--- src/rtl/sample_byte_feeder_pkg.sv ---
// Shared types and helpers for the sample byte feeder: fetch FSM encoding,
// word geometry and the tick divider computation.
package sample_feeder_pkg;

  typedef enum logic [1:0] {
    F_IDLE,
    F_REQ,
    F_WAIT
  } fetch_state_t;

  localparam int unsigned BYTES_PER_WORD = 4;

  function automatic int unsigned calc_div(input int unsigned clk_hz,
                                           input int unsigned rate_hz);
    return clk_hz / rate_hz;
  endfunction

endpackage

--- src/rtl/sample_byte_feeder_if.sv ---
// Pipelined flash read bus (waitrequest / readdatavalid) between the feeder
// and the flash sample memory.
interface sample_byte_feeder_if #(
  parameter int unsigned ADDR_WIDTH = 23
);
  logic                  flash_mem_read;
  logic [ADDR_WIDTH-1:0] flash_mem_address;
  logic                  flash_mem_waitrequest;
  logic [31:0]           flash_mem_readdata;
  logic                  flash_mem_readdatavalid;

  modport master (
    output flash_mem_read,
    output flash_mem_address,
    input  flash_mem_waitrequest,
    input  flash_mem_readdata,
    input  flash_mem_readdatavalid
  );

  modport slave (
    input  flash_mem_read,
    input  flash_mem_address,
    output flash_mem_waitrequest,
    output flash_mem_readdata,
    output flash_mem_readdatavalid
  );
endinterface

--- src/rtl/sample_byte_feeder_tick_gen.sv ---
// Sample-period divider: one-cycle tick every DIV enabled cycles; the count
// is held at zero while disabled.
module sample_tick_gen #(
  parameter int unsigned DIV = 2
) (
  input  logic clk,
  input  logic reset,
  input  logic enable,
  output logic tick
);
  localparam int unsigned CW = (DIV > 1) ? $clog2(DIV) : 1;
  localparam logic [CW-1:0] LAST = CW'(DIV - 1);

  logic [CW-1:0] count;

  always_ff @(posedge clk) begin
    if (reset || !enable) begin
      count <= '0;
    end else if (count == LAST) begin
      count <= '0;
    end else begin
      count <= count + CW'(1);
    end
  end

  assign tick = enable && (count == LAST);

endmodule

--- src/rtl/sample_byte_feeder.sv ---
// Fetches 32-bit sample words from flash into a two-slot buffer and emits one
// byte (little-endian) per sample tick with a one-cycle strobe.
module sample_byte_feeder
  import sample_feeder_pkg::*;
#(
  parameter int unsigned           CLK_FREQ_IN_HZ  = 25000000,
  parameter int unsigned           SAMPLE_RATE_HZ  = 22000,
  parameter int unsigned           ADDR_WIDTH      = 23,
  parameter logic [ADDR_WIDTH-1:0] START_WORD_ADDR = '0,
  parameter logic [ADDR_WIDTH-1:0] END_WORD_ADDR   = 'h7FFFF
) (
  input  logic                       clk,
  input  logic                       reset,
  input  logic                       enable,
  sample_byte_feeder_if.master       flash,
  output logic [7:0]                 sample_byte,
  output logic                       sample_strobe,
  output logic                       underrun
);
  localparam int unsigned DIV = calc_div(CLK_FREQ_IN_HZ, SAMPLE_RATE_HZ);

  logic tick;

  sample_tick_gen #(
    .DIV(DIV)
  ) u_tick_gen (
    .clk   (clk),
    .reset (reset),
    .enable(enable),
    .tick  (tick)
  );

  fetch_state_t          state, state_next;
  logic                  read;
  logic                  capture;
  logic [ADDR_WIDTH-1:0] address;
  logic [31:0]           cur_word, next_word;
  logic                  cur_valid, next_valid;
  logic [1:0]            idx;

  assign flash.flash_mem_read    = read;
  assign flash.flash_mem_address = address;

  always_ff @(posedge clk) begin
    if (reset) begin
      state <= F_IDLE;
    end else begin
      state <= state_next;
    end
  end

  always_comb begin
    state_next = state;
    read       = 1'b0;
    capture    = 1'b0;
    unique case (state)
      F_IDLE: begin
        if (enable && !next_valid) state_next = F_REQ;
      end
      F_REQ: begin
        read = 1'b1;
        if (!flash.flash_mem_waitrequest) state_next = F_WAIT;
      end
      F_WAIT: begin
        if (flash.flash_mem_readdatavalid) begin
          capture    = 1'b1;
          state_next = F_IDLE;
        end
      end
      default: state_next = F_IDLE;
    endcase
  end

  // Capture only happens while next_valid=0 and promotion only while
  // next_valid=1, so the two never both write the next slot.
  always_ff @(posedge clk) begin
    if (reset) begin
      address       <= START_WORD_ADDR;
      cur_word      <= '0;
      next_word     <= '0;
      cur_valid     <= 1'b0;
      next_valid    <= 1'b0;
      idx           <= '0;
      sample_byte   <= '0;
      sample_strobe <= 1'b0;
      underrun      <= 1'b0;
    end else begin
      sample_strobe <= 1'b0;

      if (capture) begin
        next_word  <= flash.flash_mem_readdata;
        next_valid <= 1'b1;
        address    <= (address == END_WORD_ADDR) ? START_WORD_ADDR
                                                 : address + ADDR_WIDTH'(1);
      end

      if (!cur_valid && next_valid) begin
        cur_word   <= next_word;
        cur_valid  <= 1'b1;
        idx        <= '0;
        next_valid <= 1'b0;
      end

      if (tick) begin
        if (cur_valid) begin
          sample_byte   <= cur_word[{idx, 3'b000} +: 8];
          sample_strobe <= 1'b1;
          idx           <= idx + 2'd1;
          if (idx == 2'(BYTES_PER_WORD - 1)) cur_valid <= 1'b0;
        end else begin
          underrun <= 1'b1;
        end
      end
    end
  end

endmodule

--- src/flat_wrapper.sv ---
// flat-port wrapper written by rule: the top's interface ports become plain ports
module sample_byte_feeder_flat import sample_feeder_pkg::*;
#(
  parameter int unsigned           CLK_FREQ_IN_HZ  = 25000000,
  parameter int unsigned           SAMPLE_RATE_HZ  = 22000,
  parameter int unsigned           ADDR_WIDTH      = 23,
  parameter logic [ADDR_WIDTH-1:0] START_WORD_ADDR = '0,
  parameter logic [ADDR_WIDTH-1:0] END_WORD_ADDR   = 'h7FFFF
)
  (clk, reset, enable, sample_byte, sample_strobe, underrun, flash_flash_mem_read, flash_flash_mem_address, flash_flash_mem_waitrequest, flash_flash_mem_readdata, flash_flash_mem_readdatavalid);
  sample_byte_feeder_if #(.ADDR_WIDTH(ADDR_WIDTH)) flash_i ();
  input  logic clk;
  input  logic reset;
  input  logic enable;
  output logic [7:0] sample_byte;
  output logic sample_strobe;
  output logic underrun;
  output wire logic [$bits(flash_i.flash_mem_read)-1:0] flash_flash_mem_read;
  output wire logic [$bits(flash_i.flash_mem_address)-1:0] flash_flash_mem_address;
  input wire logic [$bits(flash_i.flash_mem_waitrequest)-1:0] flash_flash_mem_waitrequest;
  input wire logic [$bits(flash_i.flash_mem_readdata)-1:0] flash_flash_mem_readdata;
  input wire logic [$bits(flash_i.flash_mem_readdatavalid)-1:0] flash_flash_mem_readdatavalid;
  assign flash_flash_mem_read = flash_i.flash_mem_read;
  assign flash_flash_mem_address = flash_i.flash_mem_address;
  assign flash_i.flash_mem_waitrequest = flash_flash_mem_waitrequest;
  assign flash_i.flash_mem_readdata = flash_flash_mem_readdata;
  assign flash_i.flash_mem_readdatavalid = flash_flash_mem_readdatavalid;
  sample_byte_feeder #(.CLK_FREQ_IN_HZ(CLK_FREQ_IN_HZ), .SAMPLE_RATE_HZ(SAMPLE_RATE_HZ), .ADDR_WIDTH(ADDR_WIDTH), .START_WORD_ADDR(START_WORD_ADDR), .END_WORD_ADDR(END_WORD_ADDR)) u_core (.clk(clk), .reset(reset), .enable(enable), .flash(flash_i), .sample_byte(sample_byte), .sample_strobe(sample_strobe), .underrun(underrun));
endmodule
--- config.mk ---
export PLATFORM = sky130hd
export DESIGN_NAME = sample_byte_feeder_flat
export DESIGN_NICKNAME = d
export VERILOG_FILES = /design/src/rtl/sample_byte_feeder_pkg.sv /design/src/rtl/sample_byte_feeder_if.sv /design/src/rtl/sample_byte_feeder_tick_gen.sv /design/src/rtl/sample_byte_feeder.sv /design/src/flat_wrapper.sv
export SDC_FILE = /design/constraint.sdc
export NUM_CORES = 1
export LEC_CHECK = 0
export ABC_AREA = 1
export BUFFER_PORTS_ARGS = -buffer_cell sky130_fd_sc_hd__buf_2
export CAP_MARGIN = 20
export CORE_ASPECT_RATIO = 0.8
export CORE_MARGIN = 2
export CORE_UTILIZATION = 59
export DETAILED_ROUTE_END_ITERATION = 8
export PLACE_DENSITY_LB_ADDON = 0.08
export SLEW_MARGIN = 20
export SYNTH_ARGS = -nofsm -noshare
export SYNTH_HDL_FRONTEND = slang
export SYNTH_HIERARCHICAL = 1
export SYNTH_SLANG_ARGS = --single-unit
--- constraint.sdc ---
create_clock -name clk -period 4.4 [get_ports clk]
set_input_delay 0.22 -clock clk [delete_from_list [all_inputs] [get_ports clk]]
set_output_delay 0.22 -clock clk [all_outputs]
set_load 0.01 [all_outputs]
==> reports/metrics.cfg, run 1 <==
[floorplan]
rows=29
initial_utilization_pct=60.7
dieArea_sq_um=8920
die_h_um=84.9
num_io_pins=71
coreArea_sq_um=7950
fp.dieW_um=105

[setup_path]
worst_path_most_repeated_cell=nor2_1
slowest_delay_ns=0.35
crit_family=simple AND/OR/NAND/NOR gates
worstSetupPathType=reg -> reg
r2r_setup_slack_ns=2.34
path_cells=ha_1 -> nand2_2 -> nor2_4 -> nand2_4 -> nor3_1 -> nand2_1 -> clkinv_1 -> nor2_1 -> nor2_1 -> o21ai_0 -> inv_1
cp_slowest_cell=dfxtp_1
critPathCaptureType=flip-flop
critPathArrivalTime_ns=2.51
critPathRequiredTime_ns=4.85
path_buf_inv=2
cp-start-kind=flip-flop
path_max_fanout=13

[synthesis]
ys_seq_area_share_pct=47.3
syn_nets=679
ys.flop_type=dfxtp_1
syn-instance-count=639
synthDistinctLibCells=36
synth_edf_count=0
synth_seq_cells=114
synthArstFlopShare_pct=0
mappedNetlistArea_sq_um=4820
synth.avg_cell_area_sq_um=7.55
ys_warn_count=6

[place]
place_ws_ns=2.37
portBuffers=70
dp_hpwl_um=7090
gp_congestion=0.784

[sta]
finalHoldViolCount=0
worst_slack_ns=2.34
holdWs_ns=0.00943
fin_worst_skew_ns=0.00712
grt_setup_unrepaired=no
fmax_ghz=0.486
tns_ns=0
drv_slew=0
finalCritPeriodShare_pct=46.8
setup_violations=0
fin_crit_ns=2.06
worst_pin_slew_ns=0.823
slew_headroom_pct=45.1

[run_status]
status=finished, final reports clean

[clocking]
cts_tree=done
htreeDepth=4
cts_setup_buffers=0
clkTransAtPathRegs_ns=0.06
root_buffer=clkbuf_8
cts_num_sinks=114
insertion_delay_ns=0.51
clockBufferDepth=2
cts_resized=0
numCtsBuffers=17

[detailed_routing]
remaining_drc_errors=0
vias=4353
avgRoutedWirePerCell_um=12.7
drtIter0Drc=330
via_per_inst=5.12
drt_pre_antenna_iters=5
wirelength_um=10800
drtAntennaViolNets=0

[pwr]
ir_worst_vdd_uv=285
total_power_mw=2.50
power_density_nw_per_um2=411
p_leak_nw=2.56

[layout]
area_growth_pct=25.9
fin_nets=771
n_antenna_cell=0
layout-drive-gt1-share_pct=18.4
utilization_pct=76.4

[global_route]
track_usage_pct=25.6
grt_pass1_wl_um=18300
grt_pass1_vias=3966
antenna_found_initial=0
grt-ovfl-total=0
grt_max_degree=58

[job]
drv_cap=0

[worst_hold_path]
min_path_type=in -> reg

[sequential cells by signal, summed over array words and instances (netlist names)]
name,count
u_core/state,2
u_core/cur_word,32
u_core/sample_strobe,1
u_core/idx,2
u_core/sample_byte,8
u_core/next_word,32
u_core/underrun,1
u_core/u_tick_gen/count,11
u_core/next_valid,1
u_core/flash.flash_mem_address,23
u_core/cur_valid,1
[per-stage QoR]
step                std cells  instance area, sq um
global placement          791                  5200
detailed placement        791                  5200
CTS                       851                  6070
global route              851                  6070
finish                    851                  6070
floorplan                 639                  4820
[cell type report]
cell class	instances	area [sq um]
Tap cell	108	135
Inverter	60	225
Sequential cell	114	2280
Multi-Input combinational cell	437	2190
Clock inverter	10	134
Timing Repair Buffer	101	656
Clock buffer	21	449
Fill cell	604	1880
[layer usage]
layer / part of all wire (%) / global-route usage, % / vias up
met5: 0 / 0 / -
met4: 0.98 / 9.45 / 0
met3: 6.5 / 5.30 / 11
met2: 44 / 38.5 / 143
met1: 48 / 36.6 / 1956
li1: - / - / 2243
[final timing paths]
path | start | end | cells past startpoint
max reg2reg | u_core/u_tick_gen/count[0]$_SDFF_PP0_ | u_core/sample_byte[5]$_SDFFE_PP0P_ | 11
min | flash_flash_mem_readdata[7] | u_core/next_word[7]$_SDFFE_PP0P_ | 3
min reg2reg | u_core/u_tick_gen/count[0]$_SDFF_PP0_ | u_core/u_tick_gen/count[0]$_SDFF_PP0_ | 1
max | u_core/u_tick_gen/count[0]$_SDFF_PP0_ | u_core/sample_byte[5]$_SDFFE_PP0P_ | 11
[power breakdown]
part | internal, mW | total, mW | switching (mW)
sequential | 1.05 | 1.06 | 0.00894
combinational | 0.0470 | 0.101 | 0.0541
clock | 0.884 | 1.34 | 0.451
total | 1.98 | 2.50 | 0.514
[worst min-delay path, delay by kind of cell]
kind | cells | cell delay (ns)
AOI/OAI and AO/OA | 2 | 0.18
buffers and inverters | 1 | 0.07
[cells in the final DEF, fill, tap and decap left out, drive strengths merged]
master         n
nor2         141
a211oi         1
or2            1
nand4          6
nand3b         4
o21a           1
clkinv         6
o21ai         88
inv           59
nand3         19
a221oi         1
xor2          10
clkbuf        21
a32oi          1
nand2         88
and2           1
nor3           6
a21oi         60
bufinv         3
buf           72
clkinvlp       2
ha             3
xnor2          6
dfxtp        114
dlygate4sd3   29
[cells by family after synthesis]
logic type	count (synthesis)	share of synthesized area, %
AOI/OAI and AO/OA	152	16.3
and+or+nand+nor	266	25.4
xor gates and xnor gates	16	2.91
buffers and inverters	88	7.27
adders and majority gates	3	0.778
DFF	114	47.3
[synthesized netlist by cell type (7+ instances only)]
cell      instances  area [sq um]
clkbuf_1         19          71.3
nand3_1          15          75.1
xor2_1           10          87.6
buf_2             7          35.0
nor2_2            8          50.1
inv_1            54           203
dfxtp_1         114          2280
nor2_1          127           477
nand2_1          79           297
o21ai_0          82           410
a21oi_1          59           295
[what timing repair did]
action | in CTS | in global routing
hold buffers | 29 | 0
setup endpoints to repair | 0 | 0
endpoints found under the hold margin | 29 | 0
Note: power is estimated with default switching activity, not from simulation.
==> run 2: changes to the inputs <==
--- a/config.mk
+++ b/config.mk
@@ -10,7 +10,7 @@
 export CAP_MARGIN = 20
 export CORE_ASPECT_RATIO = 0.8
 export CORE_MARGIN = 2
-export CORE_UTILIZATION = 59
+export CORE_UTILIZATION = 51
 export DETAILED_ROUTE_END_ITERATION = 8
 export PLACE_DENSITY_LB_ADDON = 0.08
 export SLEW_MARGIN = 20
==> constraint.sdc (replaced) <==
create_clock -name clk -period 1.8 [get_ports clk]
set_input_delay 0.09 -clock clk [delete_from_list [all_inputs] [get_ports clk]]
set_output_delay 0.09 -clock clk [all_outputs]
set_load 0.01 [all_outputs]
==> reports/metrics.cfg, run 2 (synthesis results as in run 1) <==
[sta]
finalCritPeriodShare_pct=92.2  ; was 46.8%
tns_ns=0  ; unchanged
holdWs_ns=0.0156  ; was 0.00943 ns
fin_crit_ns=1.66  ; was 2.06 ns
fin_worst_skew_ns=0.00772  ; was 0.00712 ns
slew_headroom_pct=62.3  ; was 45.1%
setup_violations=0  ; unchanged
worst_slack_ns=0.141  ; was 2.34 ns
fmax_ghz=0.603  ; was 0.486 GHz
drv_slew=0  ; unchanged
grt_setup_unrepaired=no  ; unchanged
finalHoldViolCount=0  ; unchanged
worst_pin_slew_ns=0.565  ; was 0.823 ns

[pwr]
power_density_nw_per_um2=962  ; was 411 nW/um^2
netSwitchingPower_mw=1.25  ; was 0.514 mW
p_int_mw=4.74  ; was 1.98 mW
pwr-share-seq_pct=43.3  ; was 42.5%
clkPwrFrac_pct=52.3  ; was 53.5%
ir_worst_vdd_uv=893  ; was 285 uV
p_leak_nw=2.65  ; was 2.56 nW
total_power_mw=5.99  ; was 2.50 mW
p_sw_share_pct=20.8  ; was 20.6%
pwr-share-comb_pct=4.4  ; was 4.1%

[global_route]
grt-ovfl-total=0  ; unchanged
grt_pass1_vias=3929  ; was 3966
grt_pass1_wl_um=18900  ; was 18300 um
track_usage_pct=23.1  ; was 25.6%
antenna_found_initial=0  ; unchanged
grt_max_degree=50  ; was 58

[setup_path]
critPathCaptureType=flip-flop  ; unchanged
rr_worst_depth=11  ; unchanged
r2r-start=u_core/u_tick_gen/count[1]$_SDFF_PP0_  ; was u_core/u_tick_gen/count[0]$_SDFF_PP0_
critPathArrivalTime_ns=2.01  ; was 2.51 ns
critPathRequiredTime_ns=2.15  ; was 4.85 ns
worstSetupPathType=reg -> reg  ; unchanged
r2r_setup_slack_ns=0.14  ; was 2.34 ns
cp-start-kind=flip-flop  ; unchanged
worstReg2RegEnd=u_core/sample_byte[3]$_SDFFE_PP0P_  ; was u_core/sample_byte[5]$_SDFFE_PP0P_
path_max_fanout=5  ; was 13
startpoint=u_core/u_tick_gen/count[1]$_SDFF_PP0_  ; was u_core/u_tick_gen/count[0]$_SDFF_PP0_
crit_end=u_core/sample_byte[3]$_SDFFE_PP0P_  ; was u_core/sample_byte[5]$_SDFFE_PP0P_

[place]
dp.cells=805  ; was 791
portBuffers=70  ; unchanged
place_ws_ns=0.0222  ; was 2.37 ns
placed_area_sq_um=5260  ; was 5200 sq um
gp_congestion=0.836  ; was 0.784
dp_hpwl_um=7510  ; was 7090 um

[clocking]
numCtsBuffers=17  ; unchanged
cts_num_sinks=114  ; unchanged
root_buffer=clkbuf_16  ; was clkbuf_8
clockBufferDepth=2  ; unchanged
htreeDepth=4  ; unchanged
insertion_delay_ns=0.40  ; was 0.51 ns
clkTransAtPathRegs_ns=0.05  ; was 0.06 ns
cts_tree=done  ; unchanged

[layout]
nFillCells=799  ; was 604
final_cell_mix=nor2_1 (127), dfxtp_1 (112), nand2_1 (78)  ; was nor2_1 (127), dfxtp_1 (114), o21ai_0 (82)
utilization_pct=68.3  ; was 76.4%
final_cells=872  ; was 851
area_growth_pct=29.2  ; was 25.9%
final_common_cell=nor2_1  ; unchanged
fin_nets=787  ; was 771
post-route-cell-area_sq_um=6230  ; was 6070 sq um
n_antenna_cell=0  ; unchanged
layout-drive-gt1-share_pct=20.5  ; was 18.4%

[worst_hold_path]
min_path_type=in -> reg  ; unchanged

[floorplan]
coreArea_sq_um=9110  ; was 7950 sq um
initial_utilization_pct=52.9  ; was 60.7%
num_io_pins=71  ; unchanged
die_h_um=91.0  ; was 84.9 um
rows=31  ; was 29
dieArea_sq_um=10300  ; was 8920 sq um
fp.dieW_um=113  ; was 105 um

[job]
drv_cap=0  ; unchanged

[detailed_routing]
drtIter0Drc=364  ; was 330
vias=4365  ; was 4353
via_per_inst=5.01  ; was 5.12
remaining_drc_errors=0  ; unchanged
drtAntennaViolNets=0  ; unchanged
avgRoutedWirePerCell_um=13.3  ; was 12.7 um
drt_pre_antenna_iters=5  ; unchanged
wirelength_um=11600  ; was 10800 um

[run_status]
status=finished, final reports clean  ; unchanged

run 2: layout make-up:
cell class                 instances  area, sq um  share of cell area (%)
clock inverter                     5         52.6                   0.844
timing repair buffer             116          782                    12.6
sequential                       114         2280                    36.7
inverter                          60          229                    3.68
multi-input combinational        437         2230                    35.8
timing repair inverter             1         7.51                   0.121
clock buffer                      24          502                    8.05
tap                              115          144                    2.31
run 2: worst min path at each step:
stage | startpoint | end | cells past startpoint
finish | flash_flash_mem_readdata[8] | u_core/next_word[8]$_SDFFE_PP0P_ | 3
global route | flash_flash_mem_readdata[8] | u_core/next_word[8]$_SDFFE_PP0P_ | 3
CTS | flash_flash_mem_readdata[8] | u_core/next_word[8]$_SDFFE_PP0P_ | 3
detailed placement | flash_flash_mem_waitrequest | u_core/state[0]$_SDFFE_PP0P_ | 3
global placement | flash_flash_mem_waitrequest | u_core/state[0]$_SDFFE_PP0P_ | 3
floorplan | flash_flash_mem_waitrequest | u_core/state[0]$_SDFFE_PP0P_ | 2
run 2: per-layer routing:
layer	routed length, um	share of wire [%]	vias to the layer above	global-route usage [%]
met2	5070	44	123	34.1
met5	0	0	-	0
met4	91	0.79	0	6.50
li1	-	-	2280	-
met3	715	6.2	8	6.68
met1	5680	49	1954	33.1
run 2: critical path, stage by stage, from the launching register on:
cell        delay [ns]
dfxtp_2           0.35
ha_4              0.15
nand2_2           0.07
nor2_4            0.15
nand2_4           0.09
nor3_4            0.25
nand2_4           0.10
clkinvlp_4        0.12
nor2_1            0.05
nor2_1            0.14
o21ai_2           0.07
inv_1             0.05
run 2: repair_timing:
action,4_1_cts,5_1_grt
hold endpoints to repair,33,0
endpoints found under the setup margin,0,11
buffers inserted,0,4
hold buffers,33,0
gates resized for setup,0,20
run 2: power groups by stage:
stage          logic (mW)  registers [mW]  clock network (mW)
6_report            0.265            2.60                3.13
5_1_grt             0.297            2.60                3.31
4_1_cts             0.259            2.59                3.19
3_5_place_dp        0.201            2.64                   0
3_3_place_gp        0.196            2.64                   0
2_1_floorplan       0.124            2.64                   0
